## src/rtl/keypad_entry_buffer.sv

```systemverilog
// ============================================================================
// Module  : keypad_entry_buffer
// Brief   : Debounces keypad encoder output, assembles digit events into a
//           fixed-length PIN and hands it off with a valid/ack handshake.
//           Optional idle-entry timeout enabled by KEYPAD_TIMEOUT_EN.
// Rev     : 1.0
// ============================================================================
`default_nettype none

module keypad_entry_buffer #(
    parameter int PIN_LEN         = 4,
    parameter int DEBOUNCE_CYCLES = 4,
    parameter int TIMEOUT_CYCLES  = 1000
) (
    input  logic                   clk,
    input  logic                   rst_n,
    input  logic [3:0]             code,
    input  logic                   valid,
    input  logic                   pin_ack,
    output logic [4*PIN_LEN-1:0]   pin,
    output logic                   pin_valid,
    output logic [3:0]             digit_count,
    output logic                   digit_strobe,
    output logic                   err_strobe,
    output logic                   timeout_strobe
);

    localparam int c_DB_W = $clog2(DEBOUNCE_CYCLES + 1);
    localparam logic [c_DB_W-1:0] c_DB_MAX = c_DB_W'(DEBOUNCE_CYCLES);

    localparam logic [1:0] c_S_IDLE  = 2'd0;
    localparam logic [1:0] c_S_ENTRY = 2'd1;
    localparam logic [1:0] c_S_FULL  = 2'd2;
    localparam logic [1:0] c_S_READY = 2'd3;

    logic [4:0]            r_prev;
    logic [c_DB_W-1:0]     r_stab;
    logic                  r_deb_pressed;
    logic                  r_evt;
    logic [3:0]            r_evt_code;
    logic [1:0]            r_state;
    logic [4*PIN_LEN-1:0]  r_pin;
    logic [3:0]            r_count;
    logic                  r_pin_valid;
    logic                  r_dstb;
    logic                  r_estb;

    logic [4:0]            w_sample;
    logic [c_DB_W-1:0]     w_stab_next;
    logic                  w_stable;
    logic                  w_is_digit;
    logic                  w_is_clear;
    logic                  w_is_enter;
    logic [4*PIN_LEN-1:0]  w_shifted;
    logic [3:0]            w_count_inc;
    logic                  w_timeout;

    // Code is masked while released so code wiggles cannot restart the count.
    assign w_sample    = valid ? {1'b1, code} : 5'd0;
    assign w_stab_next = (w_sample != r_prev) ? c_DB_W'(1) :
                         (r_stab == c_DB_MAX) ? r_stab : r_stab + 1'b1;
    assign w_stable    = (w_stab_next == c_DB_MAX);

    always_ff @(posedge clk) begin
        if (!rst_n) begin
            r_prev        <= 5'd0;
            r_stab        <= '0;
            r_deb_pressed <= 1'b0;
            r_evt         <= 1'b0;
            r_evt_code    <= 4'd0;
        end else begin
            r_prev     <= w_sample;
            r_stab     <= w_stab_next;
            r_evt      <= w_stable & w_sample[4] & ~r_deb_pressed;
            r_evt_code <= w_sample[3:0];
            if (w_stable) begin
                r_deb_pressed <= w_sample[4];
            end
        end
    end

    assign w_is_digit  = r_evt && (r_evt_code <= 4'd9);
    assign w_is_clear  = r_evt && (r_evt_code == 4'd10);
    assign w_is_enter  = r_evt && (r_evt_code == 4'd11);
    assign w_shifted   = (r_pin << 4) | (4*PIN_LEN)'(r_evt_code);
    assign w_count_inc = r_count + 4'd1;

`ifdef KEYPAD_TIMEOUT_EN
    localparam int c_TO_W = $clog2(TIMEOUT_CYCLES + 1);
    localparam logic [c_TO_W-1:0] c_TO_MAX = c_TO_W'(TIMEOUT_CYCLES);

    logic [c_TO_W-1:0] r_to_cnt;
    logic              r_tstb;
    logic              w_in_entry;

    assign w_in_entry = (r_state == c_S_ENTRY) || (r_state == c_S_FULL);
    assign w_timeout  = w_in_entry && !r_evt && (r_to_cnt == c_TO_MAX);

    always_ff @(posedge clk) begin
        if (!rst_n || r_evt || !w_in_entry || w_timeout) begin
            r_to_cnt <= '0;
        end else begin
            r_to_cnt <= r_to_cnt + 1'b1;
        end
    end

    always_ff @(posedge clk) begin
        r_tstb <= rst_n & w_timeout;
    end

    assign timeout_strobe = r_tstb;
`else
    // TIMEOUT_CYCLES is never negative, so this is a constant 0 that keeps the parameter referenced.
    assign w_timeout      = (TIMEOUT_CYCLES < 0);
    assign timeout_strobe = 1'b0;
`endif

    always_ff @(posedge clk) begin
        if (!rst_n) begin
            r_state     <= c_S_IDLE;
            r_pin       <= '0;
            r_count     <= 4'd0;
            r_pin_valid <= 1'b0;
            r_dstb      <= 1'b0;
            r_estb      <= 1'b0;
        end else begin
            r_dstb <= 1'b0;
            r_estb <= 1'b0;
            if (w_timeout) begin
                r_pin   <= '0;
                r_count <= 4'd0;
                r_state <= c_S_IDLE;
            end else begin
                case (r_state)
                    c_S_IDLE, c_S_ENTRY: begin
                        if (w_is_digit) begin
                            r_pin   <= w_shifted;
                            r_count <= w_count_inc;
                            r_dstb  <= 1'b1;
                            r_state <= (w_count_inc == 4'(PIN_LEN)) ? c_S_FULL : c_S_ENTRY;
                        end else if (w_is_clear) begin
                            r_pin   <= '0;
                            r_count <= 4'd0;
                            r_state <= c_S_IDLE;
                        end else if (w_is_enter) begin
                            r_estb  <= 1'b1;
                            r_pin   <= '0;
                            r_count <= 4'd0;
                            r_state <= c_S_IDLE;
                        end
                    end
                    c_S_FULL: begin
                        if (w_is_digit) begin
                            r_estb <= 1'b1;
                        end else if (w_is_clear) begin
                            r_pin   <= '0;
                            r_count <= 4'd0;
                            r_state <= c_S_IDLE;
                        end else if (w_is_enter) begin
                            r_pin_valid <= 1'b1;
                            r_state     <= c_S_READY;
                        end
                    end
                    default: begin
                        // Key events are dropped here; only the ack moves us on.
                        if (pin_ack) begin
                            r_pin_valid <= 1'b0;
                            r_pin       <= '0;
                            r_count     <= 4'd0;
                            r_state     <= c_S_IDLE;
                        end
                    end
                endcase
            end
        end
    end

    assign pin          = r_pin;
    assign pin_valid    = r_pin_valid;
    assign digit_count  = r_count;
    assign digit_strobe = r_dstb;
    assign err_strobe   = r_estb;

endmodule

`default_nettype wire
```

## config.mk

```make
export PLATFORM = sky130hd
export DESIGN_NAME = keypad_entry_buffer
export DESIGN_NICKNAME = d
export VERILOG_FILES = /design/src/rtl/keypad_entry_buffer.sv
export SDC_FILE = /design/constraint.sdc
export NUM_CORES = 1
export LEC_CHECK = 0
export ABC_CLOCK_PERIOD_IN_PS = 2400
export BUFFER_PORTS_ARGS = -buffer_cell sky130_fd_sc_hd__buf_2
export CAP_MARGIN = 10
export CORE_MARGIN = 8
export CORE_UTILIZATION = 35
export DETAILED_ROUTE_END_ITERATION = 6
export GPL_ROUTABILITY_DRIVEN = 0
export HOLD_SLACK_MARGIN = 0.08
export RECOVER_POWER = 25
export SYNTH_ARGS = -nofsm -noshare
export SYNTH_HDL_FRONTEND = slang
export SYNTH_SLANG_ARGS = --single-unit
export TNS_END_PERCENT = 20
```

## constraint.sdc

```tcl
create_clock -name clk -period 2.4 [get_ports clk]
set_input_delay 0.12 -clock clk [delete_from_list [all_inputs] [get_ports clk]]
set_output_delay 0.12 -clock clk [all_outputs]
set_load 0.05 [all_outputs]
```

==> run summary <==
worst-skew pair later-pin latency - 290 ps
Post-Syn Instances - 179
Period minus WS final - 1710 ps
CP endpoint kind - flip-flop
Peak supply drop - 0.344 mV
sequential fraction of the synthesis area - 0.467
Die Y - 81.4 µm
CTS Buffer Depth - 2
RSZ-0062 raised after global routing - no
hold endpoint - r_prev[3]
share of cells above drive strength 1 - 0.152
Peak Freq - 585 MHz
post-CTS sizing - 0
# rows - 24
clk_skew - 10.5 ps
CP Class - flip-flop to flip-flop
period utilisation layout - 0.712
Area Overhead vs Synth - 19.1%
# nets final - 221
reg2reg end - pin[1]
Comb power frac - 0.042
commonest register cell after synthesis - dfxtp_1
Via density - 4.94
Rel. slew slack - 0.573
CTS buffer count - 5
antenna-violating nets left - 0
Power Dens Cells - 666 nW/µm²
Vias - 1,293
number of H-tree levels - 2
Syn Std Cell Area - 1500 µm²
largest net degree at the start of global routing - 23
overall global routing resource usage - 0.106
Hold Crit Depth - 2
Max-Cap Viols - 0
area of the multi-input gates - 721 µm²
port bufs - 30
Crit Path Max Fanout - 22
measured slew at the worst slew-check pin - 639 ps
hpwl dp - 2.34 mm
Slew Limit Fails - 0
via count of the first global-routing pass - 1,212
Hold Crit Class - input port to flip-flop
switch share - 0.207
TritonCTS clock tree - yes
TNS Setup - 0 ps
Post-CTS Setup Inserts - 0
final wirelength - 3.30 mm
die width - 81.4 µm
critical path arrival - 1920 ps
DRC Markers - 0
Final setup viols - 0
syn nets - 191
status - complete, no violations
Pleak - 0.741 nW
Synth Register Bits - 35
hold path start - code[3]
Critical Path Most Common Cell - nand2_1
Core ar. - 4230 µm²
Psw - 0.247 mW
Hold Buf Count CTS - 0
DRT Pass-1 Iters - 4
Root Driver - clkbuf_8
first-pass GRT wire length - 5.54 mm
Required @ worst endpoint - 2610 ps
storage element area - 701 µm²
RR Startpoint - r_prev[1]
Seq pwr share - 0.498
library cells used by synthesis - 40
diode count - 0
Ys Warns - 0
crit path cell chain - o21ai_0 -> nand2_1 -> nor2_1 -> nand2_1 -> inv_1 -> nand2_1 -> a21oi_1
clk sink count - 35
fraction of registers with async set/reset - 0
fin cells - 262
hold violation count in the final report - 0
Pint - 0.942 mW
FILL cells - 463
Avg Cell Area, Syn - 8.37 µm²
Critical-path top delay cell - inv_1
Worst-path clk slew - 70 ps
reg-to-reg slack, setup - 690 ps
EDFF count, synth - 0
Starting Density - 0.354
Initial DRC Count - 110
Worst setup SP type - flip-flop
initial antenna violation count - 0
drt wl/cell - 12.6 µm
FF-to-FF path depth - 7
hold_ws - 95.7 ps
full die area - 6630 µm²
dpl cells - 253
longest individual stage delay on the worst path - 510 ps
total congestion overflow - 0
io pins - 32
Clk network pwr share - 0.460
-- cell usage after synthesis, types with 2 or more instances --
library cell | count | area [µm²]
xor2_1 | 2 | 17.5
o21a_1 | 2 | 15.0
clkbuf_1 | 2 | 7.51
o21ai_0 | 4 | 20.0
nor2b_1 | 4 | 25.0
nand4_1 | 2 | 12.5
a21oi_1 | 18 | 90.1
nand3_1 | 2 | 10.0
nor2_1 | 23 | 86.3
nor3b_1 | 4 | 30.0
o31ai_1 | 3 | 22.5
ha_1 | 4 | 50.1
inv_1 | 7 | 26.3
buf_2 | 5 | 25.0
mux2i_1 | 3 | 30.0
and3_1 | 4 | 25.0
a31oi_1 | 2 | 12.5
dfxtp_1 | 35 | 701
nand2_1 | 31 | 116
nor3_1 | 2 | 10.0
-- power groups by stage --
stage	Combinational (mW)	Clock (mW)	Sequential, mW
2_1_floorplan	0.0360	0	0.604
3_3_place_gp	0.0481	0	0.605
3_5_place_dp	0.0492	0	0.606
4_1_cts	0.0494	0.562	0.592
5_1_grt	0.0561	0.587	0.593
6_report	0.0497	0.546	0.592
-- sequential cells by signal (all words and copies together), names as in the netlist --
register / flops
pin: 16
r_deb_pressed: 1
err_strobe: 1
r_stab: 3
pin_valid: 1
r_state: 2
r_evt: 1
digit_count: 4
r_prev: 5
digit_strobe: 1
-- metal layers --
metal,up-vias,track usage,part of all wire
li1,662,-,-
met1,605,0.125,0.46
met2,22,0.176,0.48
met3,4,0.0339,0.044
met4,0,0.0375,0.014
met5,-,0,0
-- critical path: cells and delay by family (launching register included) --
family	cells	cell delay, ps
buf+inv	1	510
simple gates	4	420
flops	1	350
compound gates	2	350
-- logic make-up after synthesis --
group / Yosys count / synth area share
buf+inv: 16 / 0.0518
flops: 35 / 0.467
xor+xnor: 3 / 0.0175
mux: 3 / 0.0200
fa+ha+maj: 4 / 0.0334
simple gates: 82 / 0.267
other cells: 1 / 0.00250
compound gates: 35 / 0.140
-- metrics by stage --
| step | util | area [µm²] | total power [mW] | setup slack [ps] |
|---|---|---|---|---|
| 2_1_floorplan | - | 1500 | 0.640 | 792 |
| 3_3_place_gp | 0.395 | 1670 | 0.653 | 723 |
| 3_5_place_dp | 0.395 | 1670 | 0.655 | 715 |
| 4_1_cts | 0.422 | 1790 | 1.20 | 698 |
| 5_1_grt | 0.422 | 1790 | 1.24 | 377 |
| 6_report | 0.422 | 1790 | 1.19 | 691 |
-- final cells by class --
class,count,area share
clock buffers,6,0.0463
clock inverters,2,0.0196
inverters,7,0.0147
multi-input cells,128,0.404
flip-flops and latches,35,0.392
well taps,52,0.0364
repair buffers,32,0.0869
-- placed cells by master, fill, tap and decap left out, types with 3 or more instances in the layout --
master and count:
a21oi_1 18, clkbuf_1 10, mux2i_1 3, o31ai_1 3, dfxtp_1 35, nor2_1 23, ha_1 4, and3_1 4
inv_1 7, nor3b_1 4, nand2_1 31, nor2b_1 4, clkbuf_8 6, buf_2 20, o21ai_0 4
-- how the worst max path moves through the flow --
stage | from | end | slack, ps
floorplan | digit_count[0] | r_state[1] | 790
global placement | r_prev[1] | pin[1] | 720
detailed placement | r_prev[1] | pin[1] | 710
CTS | r_prev[1] | pin[1] | 700
global route | r_prev[1] | pin[1] | 380
finish | r_prev[1] | pin[1] | 690
Note: power is estimated with default switching activity, not from simulation.
